===== src/rtl/rgb_arbiter_if.sv =====
// Bundle of client handshake and converter drive signals for rgb_arbiter.
// master = client/converter side, slave = arbiter side.
interface rgb_arbiter_if;
  logic       req_a;
  logic [2:0] colour_a;
  logic       req_b;
  logic [2:0] colour_b;
  logic       gnt_a;
  logic       gnt_b;
  logic       done_a;
  logic       done_b;
  logic       conv_enable;
  logic [2:0] conv_colour;
  logic       busy;

  modport master (
    output req_a, colour_a, req_b, colour_b,
    input  gnt_a, gnt_b, done_a, done_b, conv_enable, conv_colour, busy
  );

  modport slave (
    input  req_a, colour_a, req_b, colour_b,
    output gnt_a, gnt_b, done_a, done_b, conv_enable, conv_colour, busy
  );
endinterface


===== src/rtl/rgb_arbiter.sv =====
// Round-robin, non-preemptive owner of a shared RGB converter for two clients.
// Optional RGB_ARB_IDLE_CYCLE_EN: converter steps through colours 001..111 while idle.
module rgb_arbiter #(
  parameter int DWELL = 4,
  parameter int CNT_W = 8
) (
  input  logic           clk,
  input  logic           rst_n,
  rgb_arbiter_if.slave   bus
);

  typedef enum logic [1:0] {
    IDLE    = 2'b00,
    SERVE_A = 2'b01,
    SERVE_B = 2'b10
  } state_e;

  typedef enum logic {
    CLIENT_A = 1'b0,
    CLIENT_B = 1'b1
  } client_e;

  localparam logic [CNT_W-1:0] ZERO = {CNT_W{1'b0}};
  localparam logic [CNT_W-1:0] ONE  = CNT_W'(32'd1);
  localparam logic [CNT_W-1:0] LOAD = CNT_W'(DWELL - 32'sd1);

  state_e           state_r, state_s;
  client_e          last_r, last_s;
  logic [CNT_W-1:0] cnt_r, cnt_s;
  logic             gnt_a_r, gnt_a_s;
  logic             gnt_b_r, gnt_b_s;
  logic             done_a_r, done_a_s;
  logic             done_b_r, done_b_s;
  logic             busy_r, busy_s;
  logic             en_r, en_s;
  logic [2:0]       colour_r, colour_s;

`ifdef RGB_ARB_IDLE_CYCLE_EN
  logic [2:0]       step_r, step_s;
  logic [CNT_W-1:0] idle_cnt_r, idle_cnt_s;

  // Idle colour walk wraps 111 -> 001, never emitting 000.
  function automatic logic [2:0] next_step(input logic [2:0] s);
    if (s == 3'b111) begin
      return 3'b001;
    end else begin
      return s + 3'b001;
    end
  endfunction
`endif

  // Next-state and next-output decode; outputs are registered from these.
  always_comb begin
    state_s  = state_r;
    last_s   = last_r;
    cnt_s    = cnt_r;
    gnt_a_s  = 1'b0;
    gnt_b_s  = 1'b0;
    done_a_s = 1'b0;
    done_b_s = 1'b0;
    busy_s   = 1'b0;
    en_s     = 1'b0;
    colour_s = 3'b000;
`ifdef RGB_ARB_IDLE_CYCLE_EN
    step_s     = step_r;
    idle_cnt_s = idle_cnt_r;
`endif
    case (state_r)
      IDLE: begin
        // A wins when alone, or on a tie when B was served last.
        if (bus.req_a && (!bus.req_b || (last_r == CLIENT_B))) begin
          state_s  = SERVE_A;
          last_s   = CLIENT_A;
          cnt_s    = LOAD;
          gnt_a_s  = 1'b1;
          done_a_s = (LOAD == ZERO);
          busy_s   = 1'b1;
          en_s     = 1'b1;
          colour_s = bus.colour_a;
        end else if (bus.req_b) begin
          state_s  = SERVE_B;
          last_s   = CLIENT_B;
          cnt_s    = LOAD;
          gnt_b_s  = 1'b1;
          done_b_s = (LOAD == ZERO);
          busy_s   = 1'b1;
          en_s     = 1'b1;
          colour_s = bus.colour_b;
        end else begin
          state_s = IDLE;
        end
      end
      SERVE_A, SERVE_B: begin
        if (cnt_r == ZERO) begin
          state_s = IDLE;
          cnt_s   = ZERO;
        end else begin
          cnt_s    = cnt_r - ONE;
          busy_s   = 1'b1;
          en_s     = 1'b1;
          colour_s = colour_r;
          if (state_r == SERVE_A) begin
            gnt_a_s  = 1'b1;
            done_a_s = (cnt_r == ONE);
          end else begin
            gnt_b_s  = 1'b1;
            done_b_s = (cnt_r == ONE);
          end
        end
      end
      default: begin
        state_s = IDLE;
        cnt_s   = ZERO;
      end
    endcase
`ifdef RGB_ARB_IDLE_CYCLE_EN
    // Every idle cycle shows the current step; position is frozen during grants.
    if (state_s == IDLE) begin
      en_s     = 1'b1;
      colour_s = step_r;
      if (idle_cnt_r == LOAD) begin
        idle_cnt_s = ZERO;
        step_s     = next_step(step_r);
      end else begin
        idle_cnt_s = idle_cnt_r + ONE;
        step_s     = step_r;
      end
    end else begin
      idle_cnt_s = idle_cnt_r;
      step_s     = step_r;
    end
`endif
  end

  // State, pointer, counter and output registers.
  always_ff @(posedge clk or negedge rst_n) begin
    if (!rst_n) begin
      state_r  <= IDLE;
      last_r   <= CLIENT_B;
      cnt_r    <= ZERO;
      gnt_a_r  <= 1'b0;
      gnt_b_r  <= 1'b0;
      done_a_r <= 1'b0;
      done_b_r <= 1'b0;
      busy_r   <= 1'b0;
      en_r     <= 1'b0;
      colour_r <= 3'b000;
    end else begin
      state_r  <= state_s;
      last_r   <= last_s;
      cnt_r    <= cnt_s;
      gnt_a_r  <= gnt_a_s;
      gnt_b_r  <= gnt_b_s;
      done_a_r <= done_a_s;
      done_b_r <= done_b_s;
      busy_r   <= busy_s;
      en_r     <= en_s;
      colour_r <= colour_s;
    end
  end

`ifdef RGB_ARB_IDLE_CYCLE_EN
  // Idle colour-walk position and its dwell counter.
  always_ff @(posedge clk or negedge rst_n) begin
    if (!rst_n) begin
      step_r     <= 3'b001;
      idle_cnt_r <= ZERO;
    end else begin
      step_r     <= step_s;
      idle_cnt_r <= idle_cnt_s;
    end
  end
`endif

  assign bus.gnt_a       = gnt_a_r;
  assign bus.gnt_b       = gnt_b_r;
  assign bus.done_a      = done_a_r;
  assign bus.done_b      = done_b_r;
  assign bus.busy        = busy_r;
  assign bus.conv_enable = en_r;
  assign bus.conv_colour = colour_r;

endmodule

===== src/flat_wrapper.sv =====
// flat-port wrapper written by rule: the top's interface ports become plain ports
module rgb_arbiter_flat 
#(
  parameter int DWELL = 4,
  parameter int CNT_W = 8
)
  (clk, rst_n, bus_req_a, bus_colour_a, bus_req_b, bus_colour_b, bus_gnt_a, bus_gnt_b, bus_done_a, bus_done_b, bus_conv_enable, bus_conv_colour, bus_busy);
  rgb_arbiter_if bus_i ();
  input  logic clk;
  input  logic rst_n;
  input wire logic [$bits(bus_i.req_a)-1:0] bus_req_a;
  input wire logic [$bits(bus_i.colour_a)-1:0] bus_colour_a;
  input wire logic [$bits(bus_i.req_b)-1:0] bus_req_b;
  input wire logic [$bits(bus_i.colour_b)-1:0] bus_colour_b;
  output wire logic [$bits(bus_i.gnt_a)-1:0] bus_gnt_a;
  output wire logic [$bits(bus_i.gnt_b)-1:0] bus_gnt_b;
  output wire logic [$bits(bus_i.done_a)-1:0] bus_done_a;
  output wire logic [$bits(bus_i.done_b)-1:0] bus_done_b;
  output wire logic [$bits(bus_i.conv_enable)-1:0] bus_conv_enable;
  output wire logic [$bits(bus_i.conv_colour)-1:0] bus_conv_colour;
  output wire logic [$bits(bus_i.busy)-1:0] bus_busy;
  assign bus_i.req_a = bus_req_a;
  assign bus_i.colour_a = bus_colour_a;
  assign bus_i.req_b = bus_req_b;
  assign bus_i.colour_b = bus_colour_b;
  assign bus_gnt_a = bus_i.gnt_a;
  assign bus_gnt_b = bus_i.gnt_b;
  assign bus_done_a = bus_i.done_a;
  assign bus_done_b = bus_i.done_b;
  assign bus_conv_enable = bus_i.conv_enable;
  assign bus_conv_colour = bus_i.conv_colour;
  assign bus_busy = bus_i.busy;
  rgb_arbiter #(.DWELL(DWELL), .CNT_W(CNT_W)) u_core (.clk(clk), .rst_n(rst_n), .bus(bus_i));
endmodule

===== config.mk =====
export PLATFORM = sky130hd
export DESIGN_NAME = rgb_arbiter_flat
export DESIGN_NICKNAME = d
export VERILOG_FILES = /design/src/rtl/rgb_arbiter_if.sv /design/src/rtl/rgb_arbiter.sv /design/src/flat_wrapper.sv
export SDC_FILE = /design/constraint.sdc
export NUM_CORES = 1
export LEC_CHECK = 0
export CAP_MARGIN = 20
export CORE_UTILIZATION = 55
export CTS_CLUSTER_SIZE = 25
export DETAILED_ROUTE_END_ITERATION = 8
export PLACE_DENSITY = 0.94
export RECOVER_POWER = 100
export SLEW_MARGIN = 25
export SYNTH_ARGS = -nofsm -noshare
export SYNTH_HDL_FRONTEND = slang
export SYNTH_SLANG_ARGS = --single-unit

===== constraint.sdc =====
create_clock -name clk -period 6.1 [get_ports clk]
set_clock_uncertainty 0.15 [all_clocks]
set_input_delay 1.22 -clock clk [delete_from_list [all_inputs] [get_ports clk]]
set_output_delay 1.22 -clock clk [all_outputs]
set_load 0.02 [all_outputs]

[After elaboration in Yosys (flattened, before gate mapping)]
Cells that the tools add are included.
Widths: inputs -> output; s select.
Storage, ports and cells
  flip-flop bits (word level): 19
  input port bits: 10
  output and inout bits: 9
  logic and storage cells: 55
Cells by class
  add/sub/neg operators: 1
  eq/ne operators: 5
  muxes and demuxes: 32
  reduce and logical (&&, ||, !) cells: 8
Operators by type and width (number)
  $mux 8: 3
  $mux 1: 17
  $pmux 8 s2: 1
  $mux 3: 3
  $eq 8x1->1 const B: 1
  $logic_not 8->1: 1
  $sub 8x1->8 const B: 1
  $mux 2: 3
  $pmux 1 s2: 3
  $pmux 3 s2: 1
  $pmux 2 s2: 1
  $ne 3x2->1 const B: 1
  $eq 2x1->1 const B: 1
  $eq 2x2->1 const B: 1
  $logic_not 2->1: 1
  $ne 2x1->1 const B: 1
  $reduce_and 2->1: 1
  $reduce_bool 2->1: 1
  $reduce_or 2->1: 1
  $logic_and 1x1->1: 1
  $logic_not 1->1: 1
  $logic_or 1x1->1: 1

[Logic depth before layout (Yosys ltp)]
  depth after elaboration: 5
  depth in mapped cells: 7
  gate-level depth less buffers: 6

[Worst setup path before layout]
OpenSTA, ideal clock, no wires.
  path type: input to register
  start point: in bus_req_b
  end point: reg u_core.cnt_r[0]
  setup time: 0.122 ns
  arrival time: 2.087 ns
  data required time: 5.828 ns
  slack: 3.742 ns
  stages: 4
  buffers on the path: 1
  cell sequence: nor3b_1 clkbuf_8 nor2_1 a32o_1
On the way
  word-level cells in the longest chain between the ends: 5
  elaborated cells on any way between the ends: 6
  those cells by class: 1 x eq/ne; 2 x mux; 3 x reduce/logical
Ends and longest elaborated chain
  from (decl): RTL line flat_wrapper.sv:13  | input wire logic [$bits(bus_i.req_b)-1:0] bus_req_b;
  $logic_not 1->1: RTL line rgb_arbiter.sv:71  | if (bus.req_a && (!bus.req_b || (last_r == CLIENT_B))) begin
  $logic_or 1x1->1: RTL line rgb_arbiter.sv:71
  $logic_and 1x1->1: RTL line rgb_arbiter.sv:71
  $mux 8: RTL line rgb_arbiter.sv:71
  $pmux 8 s2: RTL line rgb_arbiter.sv:68  | case (state_r)
  to (signal assigned): RTL line rgb_arbiter.sv:151  | cnt_r <= cnt_s;
  to (decl): RTL line rgb_arbiter.sv:29  | logic [CNT_W-1:0] cnt_r, cnt_s;
Several ways; a longest one is shown, not always the timed one.
A chain may end at the register's enable or synchronous reset.

[Worst setup path after layout]
  start point: in bus_req_b
  end point: reg u_core.cnt_r[7]
Same word-level chain as after synthesis.

==> summary.md <==
| Metric | Value |
|---|---|
| Ranking of synthesized cells by area | `dfrtp_1 42%, ha_1 7.0%, nand2_1 4.2%` |
| RSZ-0062 raised after global routing | `false` |
| WHS | `approximately 0.34 ns` |
| Pre-CTS WS | `2.99 ns` |
| Final ANT Viol Nets | `0` |
| Drt via density | `slightly below 6` |
| CP max FO | `15` |
| Commonest non-fill, non-tap cells in the layout | `18 x dfrtp_1, 12 x nand2_1, 11 x dlygate4sd3_1, 9 x o21ai_0` |
| Cells after Synth | `between 100 and 150` |
| CP Cell Sequence | `dlygate4sd3_1 > nor3b_1 > clkbuf_1 > or4_1 > a211oi_1 > a21o_1` |
| Nets@finish | `between 100 and 150` |
| Largest net degree at the start of global routing | `20` |
| Synthesis Warnings | `0` |
| Switch share | `0.434` |
| Largest stage delay, worst path | `~0.66 ns` |
| CORE AREA | `roughly 1800 um^2` |
| Overflow after GRT | `0` |
| Initial drt markers | `26` |
| H-tree levels | `1` |
| IO Pins | `19` |
| Mapped Area | `roughly 1100 um^2` |
| Area grow syn2layout | `18.2%` |
| Kind of cell adding the most delay to the critical path | `buffers and inverters` |
| Initial Util | `0.600` |
| PwrDens | `approximately 470 nW/um^2` |
| Die Area | `approximately 2100 um^2` |
| Yosys reg bits | `19` |
| Worst Path Buf+Inv | `2` |
| CTS buffer count | `3` |
| Final hold vios | `0` |
| Overall Power | `about 0.6 mW` |
| Max-Cap Viols | `0` |
| Max stage delay cell, worst path | `dlygate4sd3_1` |
| Ant. Diodes | `0` |
| RR Startpoint | `u_core.state_r[0]$_DFFE_PN0P_` |
| Fmax | `333 MHz` |
| Hold Path Origin | `u_core.bus.conv_colour[1]$_DFFE_PN0P_` |
| DRC | `0` |
| DR pass1 iterations | `4` |
| Slew margin rel. | `0.456` |
| Fin worst setup slack | `3.09 ns` |
| Wire length per cell | `13.3 um` |
| Post-synthesis sequential area ratio | `0.446` |
| Via count | `slightly below 900` |
| Crit. End Element | `flip-flop` |
| CTS tree | `built` |
| Die height | `between 40 and 50 um` |
| Clk slew on worst S/H paths | `about 0.10 ns` |
| Outcome | `completed` |
| Clk Tree Root Cell | `clkbuf_4` |
| # setup viols final | `0` |
| Worst setup path class | `in -> reg` |
| Fin cells | `151` |
| Worst-Margin Slew | `~0.81 ns` |
| Gpl congestion | `~0.83` |
| P_leak | `0.575 nW` |
| Die Wd | `~46 um` |
| Rows | `15` |
| Clk buf depth | `2` |
| Layout Utilization | `0.709` |
| Yosys top cell by area | `dfrtp_1` |
| Worst hold path class | `reg -> reg` |
| I/O Buffers | `18` |
| P_int | `0.339 mW` |
| Sw power | `between 0.2 and 0.3 mW` |
| Logic pwr share | `0.527` |
| Layout cells sized above 1 | `0.0873` |
| Global-route wire length before repair | `3.35 mm` |
| Reg power frac | `0.368` |
| Tmin final | `3.01 ns` |
| Unique masters post-synth | `37` |
| Commonest non-fill, non-tap cell in the layout | `dfrtp_1` |
| Vias in the first global route | `between 700 and 800` |
| Post-CTS setup repair buffer count | `0` |
| CTS Sinks | `19` |
| Worst vdd ir | `259 uV` |
| Top cell type's share of synthesized area | `0.421` |
| Initial antenna violation count | `0` |
| Critical Path AT | `between 3 and 4 ns` |
| Placed cell count | `147` |
| Startpoint Class | `primary input` |
| DRT Wirelength | `about 2 mm` |
| Slew Viols, Final | `0` |
| Tcrit/Tclk final | `0.493` |
| Later-pin clock latency in the skew report | `~0.29 ns` |
| Synth Net Count | `123` |
| Filler cells | `137` |
| Worst EP required | `~6.2 ns` |
| Post-route design area | `approximately 1300 um^2` |
| Mean post-synth cell area | `~10 um^2` |
| Placed cell area | `roughly 1200 um^2` |
| Hold buffer count at CTS | `0` |
| GRT Total Usage | `0.224` |
| Clock power frac | `0.105` |
| Post-route setup TNS | `0 ns` |
| Gates resized, CTS repair | `0` |
| Crit. Startpoint | `bus_req_b` |
[metal layers]
layer  up-vias  track usage  part of all wire
met1       415        0.291              0.45
met2        35        0.346              0.49
met3         4       0.0549             0.049
met5         -            0                 0
met4         0        0.106             0.019
li1        422            -                 -
[synth_stat cells (all sizes together)]
library cell   n
a211oi         2
a21o           2
a21oi          7
a31oi          1
a32o           1
and2           3
buf            3
clkbuf         1
dfrtp         18
dfstp          1
ha             6
inv            7
mux2i          4
nand2         12
nand2b         2
nand3          2
nand3b         1
nand4b         1
nor2           5
nor3           1
nor3b          1
o21a           1
o21ai         10
o311ai         2
o31ai          3
or2            1
or3            3
or4            4
or4b           2
[cell families (layout without fill, tap and decap cells)]
logic type                 after synthesis  in the layout  synth area share
AOI/OAI and AO/OA                       29             29             0.171
adders and majority gates                6              6            0.0702
buffers and inverters                   11             30            0.0678
DFF                                     19             19             0.446
muxes                                    4              4            0.0374
and+or+nand+nor                         38             38             0.208
[flip-flops by register name, indices dropped and copies added (netlist names)]
signal	count
u_core.cnt_r	8
u_core.last_r	1
u_core.bus.gnt_b	1
u_core.bus.done_b	1
u_core.bus.gnt_a	1
u_core.state_r	2
u_core.bus.conv_enable	1
u_core.bus.done_a	1
u_core.bus.conv_colour	3
[cell type report]
class,instances,area (um^2),area share
clock buffer,4,26.3,0.0208
inverter,7,26.3,0.0208
tap,25,31.3,0.0247
multi-input combinational,77,520,0.411
sequential,19,477,0.377
timing repair buffer,19,184,0.145
[path summary, 6_finish.rpt]
kind                       depth (start not counted)  slack, ns                                     to
hold reg to reg                                    2       0.34  u_core.bus.conv_colour[1]$_DFFE_PN0P_
setup / recovery                                   6       3.09            u_core.cnt_r[7]$_DFFE_PN0P_
min in group asynchronous                          1       1.30            u_core.cnt_r[5]$_DFFE_PN0P_
max in group asynchronous                          1       4.00  u_core.bus.conv_colour[1]$_DFFE_PN0P_
hold / removal                                     2       0.34  u_core.bus.conv_colour[1]$_DFFE_PN0P_
setup reg to reg                                   7       3.85            u_core.cnt_r[7]$_DFFE_PN0P_
[worst register-to-register path, stage by stage, from the launching register on]
cell and delay (ns):
dfrtp_1 0.42, inv_1 0.07, ha_1 0.27, nor3b_1 0.17, clkbuf_1 0.26, or4_1 0.53, a211oi_1 0.24, a21o_1 0.10
[power by group through the flow]
stage          combinational, mW  clock (mW)  sequential [mW]
6_report                   0.315      0.0630            0.220
5_1_grt                    0.348      0.0679            0.226
4_1_cts                    0.324      0.0642            0.220
3_5_place_dp               0.322           0            0.223
3_3_place_gp               0.306           0            0.218
2_1_floorplan              0.212           0            0.237
(Power assumes the default switching activity.)
